<file path="src/rtl/regfile_rename.sv">
// regfile_rename: architectural register file with per-register rename state
// (ROB tag + busy flag) for an out-of-order core.
//
// Ports
//   clk        in   clock, all state updates on rising edge
//   rst        in   synchronous active-high reset, clears all state
//   rdy        in   global enable; low freezes state (reads stay live)
//   rd_idx     in   NRD*AW read indices, port p at [p*AW +: AW]
//   rd_value   out  NRD*DW register value per port (with commit bypass)
//   rd_tag     out  NRD*TW ROB tag per port
//   rd_busy    out  NRD    busy flag per port (with commit bypass)
//   ren_valid  in   rename request
//   ren_idx    in   destination register to rename
//   ren_tag    in   ROB tag assigned to the destination
//   cmt_valid  in   ROB commit
//   cmt_idx    in   committed destination register
//   cmt_tag    in   committing ROB tag
//   cmt_value  in   committed result
//   flush      in   mispredict flush, clears every busy flag
//   busy_cnt   out  registered count of busy registers
module regfile_rename #(
    parameter int NREG = 32,
    parameter int AW   = 5,
    parameter int DW   = 32,
    parameter int TW   = 4,
    parameter int NRD  = 2
) (
    input  logic              clk,
    input  logic              rst,
    input  logic              rdy,
    input  logic [NRD*AW-1:0] rd_idx,
    output logic [NRD*DW-1:0] rd_value,
    output logic [NRD*TW-1:0] rd_tag,
    output logic [NRD-1:0]    rd_busy,
    input  logic              ren_valid,
    input  logic [AW-1:0]     ren_idx,
    input  logic [TW-1:0]     ren_tag,
    input  logic              cmt_valid,
    input  logic [AW-1:0]     cmt_idx,
    input  logic [TW-1:0]     cmt_tag,
    input  logic [DW-1:0]     cmt_value,
    input  logic              flush,
    output logic [AW:0]       busy_cnt
);

    logic [DW-1:0]   value_q [NREG];
    logic [DW-1:0]   value_d [NREG];
    logic [TW-1:0]   tag_q   [NREG];
    logic [TW-1:0]   tag_d   [NREG];
    logic [NREG-1:0] busy_q;
    logic [NREG-1:0] busy_d;
    logic [AW:0]     busy_cnt_q;
    logic [AW:0]     busy_cnt_d;

    logic cmt_wr_s;
    logic cmt_clr_s;
    logic ren_wr_s;

    // Decode which update paths fire this cycle; x0 is never written.
    always_comb begin
        cmt_wr_s  = cmt_valid && (cmt_idx != {AW{1'b0}});
        cmt_clr_s = cmt_wr_s && busy_q[cmt_idx] && (tag_q[cmt_idx] == cmt_tag);
        ren_wr_s  = ren_valid && (ren_idx != {AW{1'b0}}) && !flush;
    end

    // Next-state: commit first, then rename, so a same-register rename
    // leaves the register busy under the new tag while the value is written.
    always_comb begin
        value_d = value_q;
        tag_d   = tag_q;
        busy_d  = busy_q;
        if (cmt_wr_s) begin
            value_d[cmt_idx] = cmt_value;
        end else begin
            value_d[0] = value_q[0];
        end
        if (cmt_clr_s) begin
            busy_d[cmt_idx] = 1'b0;
        end else begin
            busy_d[0] = busy_q[0];
        end
        if (flush) begin
            busy_d = {NREG{1'b0}};
        end else if (ren_wr_s) begin
            busy_d[ren_idx] = 1'b1;
            tag_d[ren_idx]  = ren_tag;
        end else begin
            busy_d[0] = busy_q[0];
        end
    end

    // Busy count is the population count of the next busy vector, so it is
    // exact after every edge and bounded by NREG-1 (x0 is never busy).
    always_comb begin
        busy_cnt_d = {(AW+1){1'b0}};
        for (int i = 0; i < NREG; i++) begin
            busy_cnt_d = busy_cnt_d + {{AW{1'b0}}, busy_d[i]};
        end
    end

    // State registers: reset dominates, rdy low holds everything.
    always_ff @(posedge clk) begin
        if (rst) begin
            for (int i = 0; i < NREG; i++) begin
                value_q[i] <= {DW{1'b0}};
                tag_q[i]   <= {TW{1'b0}};
            end
            busy_q     <= {NREG{1'b0}};
            busy_cnt_q <= {(AW+1){1'b0}};
        end else if (rdy) begin
            value_q    <= value_d;
            tag_q      <= tag_d;
            busy_q     <= busy_d;
            busy_cnt_q <= busy_cnt_d;
        end
    end

    assign busy_cnt = busy_cnt_q;

    for (genvar p = 0; p < NRD; p++) begin : g_rd
        logic [AW-1:0] idx_s;
        logic          byp_s;
        assign idx_s = rd_idx[p*AW +: AW];
        assign byp_s = cmt_valid && (cmt_idx == idx_s) && busy_q[idx_s]
                       && (tag_q[idx_s] == cmt_tag);

        // Combinational read with same-cycle commit bypass; x0 reads zero.
        always_comb begin
            if (idx_s == {AW{1'b0}}) begin
                rd_value[p*DW +: DW] = {DW{1'b0}};
                rd_tag[p*TW +: TW]   = {TW{1'b0}};
                rd_busy[p]           = 1'b0;
            end else if (byp_s) begin
                rd_value[p*DW +: DW] = cmt_value;
                rd_tag[p*TW +: TW]   = tag_q[idx_s];
                rd_busy[p]           = 1'b0;
            end else begin
                rd_value[p*DW +: DW] = value_q[idx_s];
                rd_tag[p*TW +: TW]   = tag_q[idx_s];
                rd_busy[p]           = busy_q[idx_s];
            end
        end
    end

endmodule

</file>
<file path="config.mk">
export PLATFORM = sky130hd
export DESIGN_NAME = regfile_rename
export DESIGN_NICKNAME = d
export VERILOG_FILES = /design/src/rtl/regfile_rename.sv
export SDC_FILE = /design/constraint.sdc
export NUM_CORES = 2
export LEC_CHECK = 0
export BUFFER_PORTS_ARGS = -buffer_cell sky130_fd_sc_hd__buf_2
export CAP_MARGIN = 20
export CORE_MARGIN = 3
export CORE_UTILIZATION = 50
export CTS_BUF_LIST = sky130_fd_sc_hd__clkbuf_4 sky130_fd_sc_hd__clkbuf_8
export CTS_CLUSTER_DIAMETER = 60
export DETAILED_ROUTE_END_ITERATION = 12
export PLACE_DENSITY = 0.66
export SLEW_MARGIN = 25
export SYNTH_ARGS = -nofsm -noshare
export SYNTH_HDL_FRONTEND = slang
export SYNTH_SLANG_ARGS = --single-unit
</file>
<file path="constraint.sdc">
create_clock -name clk -period 21.4 [get_ports clk]
set_clock_uncertainty 0.2 [all_clocks]
set_input_delay 1.07 -clock clk [delete_from_list [all_inputs] [get_ports clk]]
set_output_delay 1.07 -clock clk [all_outputs]
set_load 0.03 [all_outputs]
</file>
==> impl_metrics.json <==
{
  "rsz0062_at_grt": "no",
  "fin_tns_setup_ps": 0,
  "num_rows": 130,
  "synth_nets": 6965,
  "syn_to_final_growth_pct": 9.218,
  "fin_crit_ps": 7883,
  "worstSetupPathType": "input port to output port",
  "vias_per_cell": 6.793,
  "final_max_slew_viol_count": 0,
  "post_cts_buffers": 0,
  "synthDistinctLibCells": 59,
  "synth_top_area_share_pct": 37.36,
  "cts_sinks": 1190,
  "cp-end-kind": "output port",
  "dp_hpwl_um": 138100,
  "vias": 57161,
  "ctsResizeCount": 0,
  "clk_path_buf_depth": 3,
  "ir_drop_mv": 0.04891,
  "ys_seq_area_share_pct": 37.36,
  "status": "finished, final reports clean",
  "globalRouteOverflowTotal": 0,
  "drt_iter0_markers": 8923,
  "avgRoutedWirePerCell_um": 29.02,
  "track_usage_pct": 36.37,
  "setup_violations": 0,
  "ioPinCount": 146,
  "ctsHoldBuffers": 0,
  "synth-edff-count": 0,
  "drtAntennaViolNets": 0,
  "leakagePower_nw": 22.55,
  "cts_inserted_buffers": 201,
  "fp.dieH_um": 363.1,
  "cp.required_ps": 20130,
  "drv_cap": 0,
  "root_buffer": "clkbuf_8",
  "hold_viol": 0,
  "async_flop_share_pct": 0,
  "cts.clk_slew.worst_paths_ps": 60,
  "placed_area_mm2": 0.06508,
  "synth-seq-cells": 1190,
  "synthFlopType": "dfxtp_1",
  "worstSetupStartpointType": "input port",
  "htreeDepth": 4,
  "finalCritPeriodShare_pct": 36.84,
  "fin_area_mm2": 0.06963,
  "drc": 0,
  "cts_tree": "built",
  "die_area_mm2": 0.1318,
  "io_buffers": 145,
  "start_util_pct": 50.58,
  "grt_pass1_wl_um": 358500,
  "antenna_found_initial": 15,
  "power.density_mw_per_mm2": 69.72,
  "yosys.area.top_type": "dfxtp_1",
  "avgSynthCellArea_um2": 9.283,
  "crit_fanout": 58,
  "routed_wl_um": 244200,
  "grt_max_degree": 133,
  "syn_area_mm2": 0.06376,
  "core-area_mm2": 0.1261,
  "drive_gt1_share_pct": 23.22,
  "dieWidth_um": 363.1,
  "nets": 6688,
  "yosysWarnings": 0,
  "gp_congestion": 0.9358,
  "slew-limit-headroom_pct": 22.68,
  "synth_most_common_cell": "nand2_1",
  "grt_pass1_vias": 55163,
  "ys_top_cells_by_count": "2195 x nand2_1, 1190 x dfxtp_1, 1152 x a21oi_1, 763 x mux4_2, 608 x clkbuf_1",
  "clkLatencyLatePin_ps": 940,
  "synthTopCellsByArea": "dfxtp_1 37%, mux4_2 27%, nand2_1 13%",
  "worstMarginPinSlew_ps": 1149,
  "arrival_ps": 6610,
  "max_freq_mhz": 126.9,
  "holdCritPathClass": "flip-flop to flip-flop",
  "dr.pass1.iters": 7,
  "syn_inst": 6868
}
-- worst max-delay path: stages --
cell and delay (ps):
buf_8 370, buf_4 820, buf_4 930, mux4_2 600
mux2i_1 180, mux4_2 290, xnor2_1 140, nand2_2 50
buf_4 280, or3_2 540, buf_4 320, a21oi_1 500
buf_2 300
-- final timing paths --
check / start / slack [ps] / to / cells past startpoint
max reg2reg: tag_q[82] / 14160 / busy_cnt[4] / 23
min reg2reg: value_q[676] / 260 / value_q[676] / 2
max: rd_idx[1] / 13520 / rd_value[3] / 13
min: value_q[676] / 260 / value_q[676] / 2
-- cell type report --
type | instances | area, um^2
clock buffers | 326 | 4130
multi-input cells | 4897 | 37310
fillers | 10921 | 56420
well taps | 1650 | 2064
repair buffers | 271 | 1804
diodes | 5 | 12.51
flip-flops and latches | 1190 | 23820
clock inverters | 46 | 374.1
inverters | 30 | 117.6
-- power by group --
group / switching (mW) / leakage (nW) / internal [mW]
combinational: 0.257 / 10.6 / 0.0999
clock: 1.01 / 2.40 / 1.26
sequential: 0.00677 / 9.58 / 2.22
-- logic make-up (layout without fill, tap and decap cells) --
kind of cell               Yosys count  count (layout)  synth area share [%]
muxes                              862             862                 28.56
and+or+nand+nor                   2539            2539                 15.81
buffers and inverters              781             673                 4.775
other                                0               5                     0
xor gates and xnor gates            21              21                0.2885
DFF                               1190            1190                 37.36
adders and majority gates           31              31                0.8909
AOI/OAI and AO/OA                 1444            1444                 12.31
-- cell usage in the layout, fill, tap and decap left out, types with 11 or more instances in the layout --
cell      count
nand2_1    2163
dfxtp_1    1190
a21oi_1    1152
mux4_2      763
clkbuf_8    269
buf_2       134
buf_4       121
mux2i_1      94
o21ai_0      88
nand3_1      74
nor2_1       71
o31ai_1      65
clkbuf_4     57
nor2b_1      54
a31o_2       40
nand4_1      39
nand2_2      32
nor2_4       31
a21oi_2      30
inv_1        29
clkinv_2     28
a22oi_1      24
fa_1         24
and3_1       13
xor2_1       12
a31oi_1      11
a32oi_1      11
-- routing by layer --
metal  vias to the layer above  GRT usage (%)  part of all wire, %
li1                      23820              -                    -
met1                     27973          46.43                   35
met2                      4360          55.47                   45
met3                       996          9.883                   14
met4                        12          21.73                  6.4
met5                         -         0.3268                0.055
-- per-stage QoR --
stage | hold WS, ps | utilization (%) | setup slack [ps] | std cells | power [mW]
after floorplan | 242.9 | - | 13150 | 6868 | 2.520
after global placement | 247.8 | 51.61 | 12650 | 8038 | 2.623
after detailed placement | 254.5 | 51.63 | 12780 | 8038 | 2.626
after CTS | 263.2 | 55.20 | 13700 | 8410 | 4.851
after global routing | 281.8 | 55.23 | 13200 | 8411 | 4.974
final | 262.1 | 55.24 | 13520 | 8415 | 4.855
-- flip-flops by register name, summed over array words and instances (netlist names) --
| name | flops |
|---|---|
| value_q | 1024 |
| busy_q | 32 |
| busy_cnt | 6 |
| tag_q | 128 |
(Power assumes the default switching activity.)
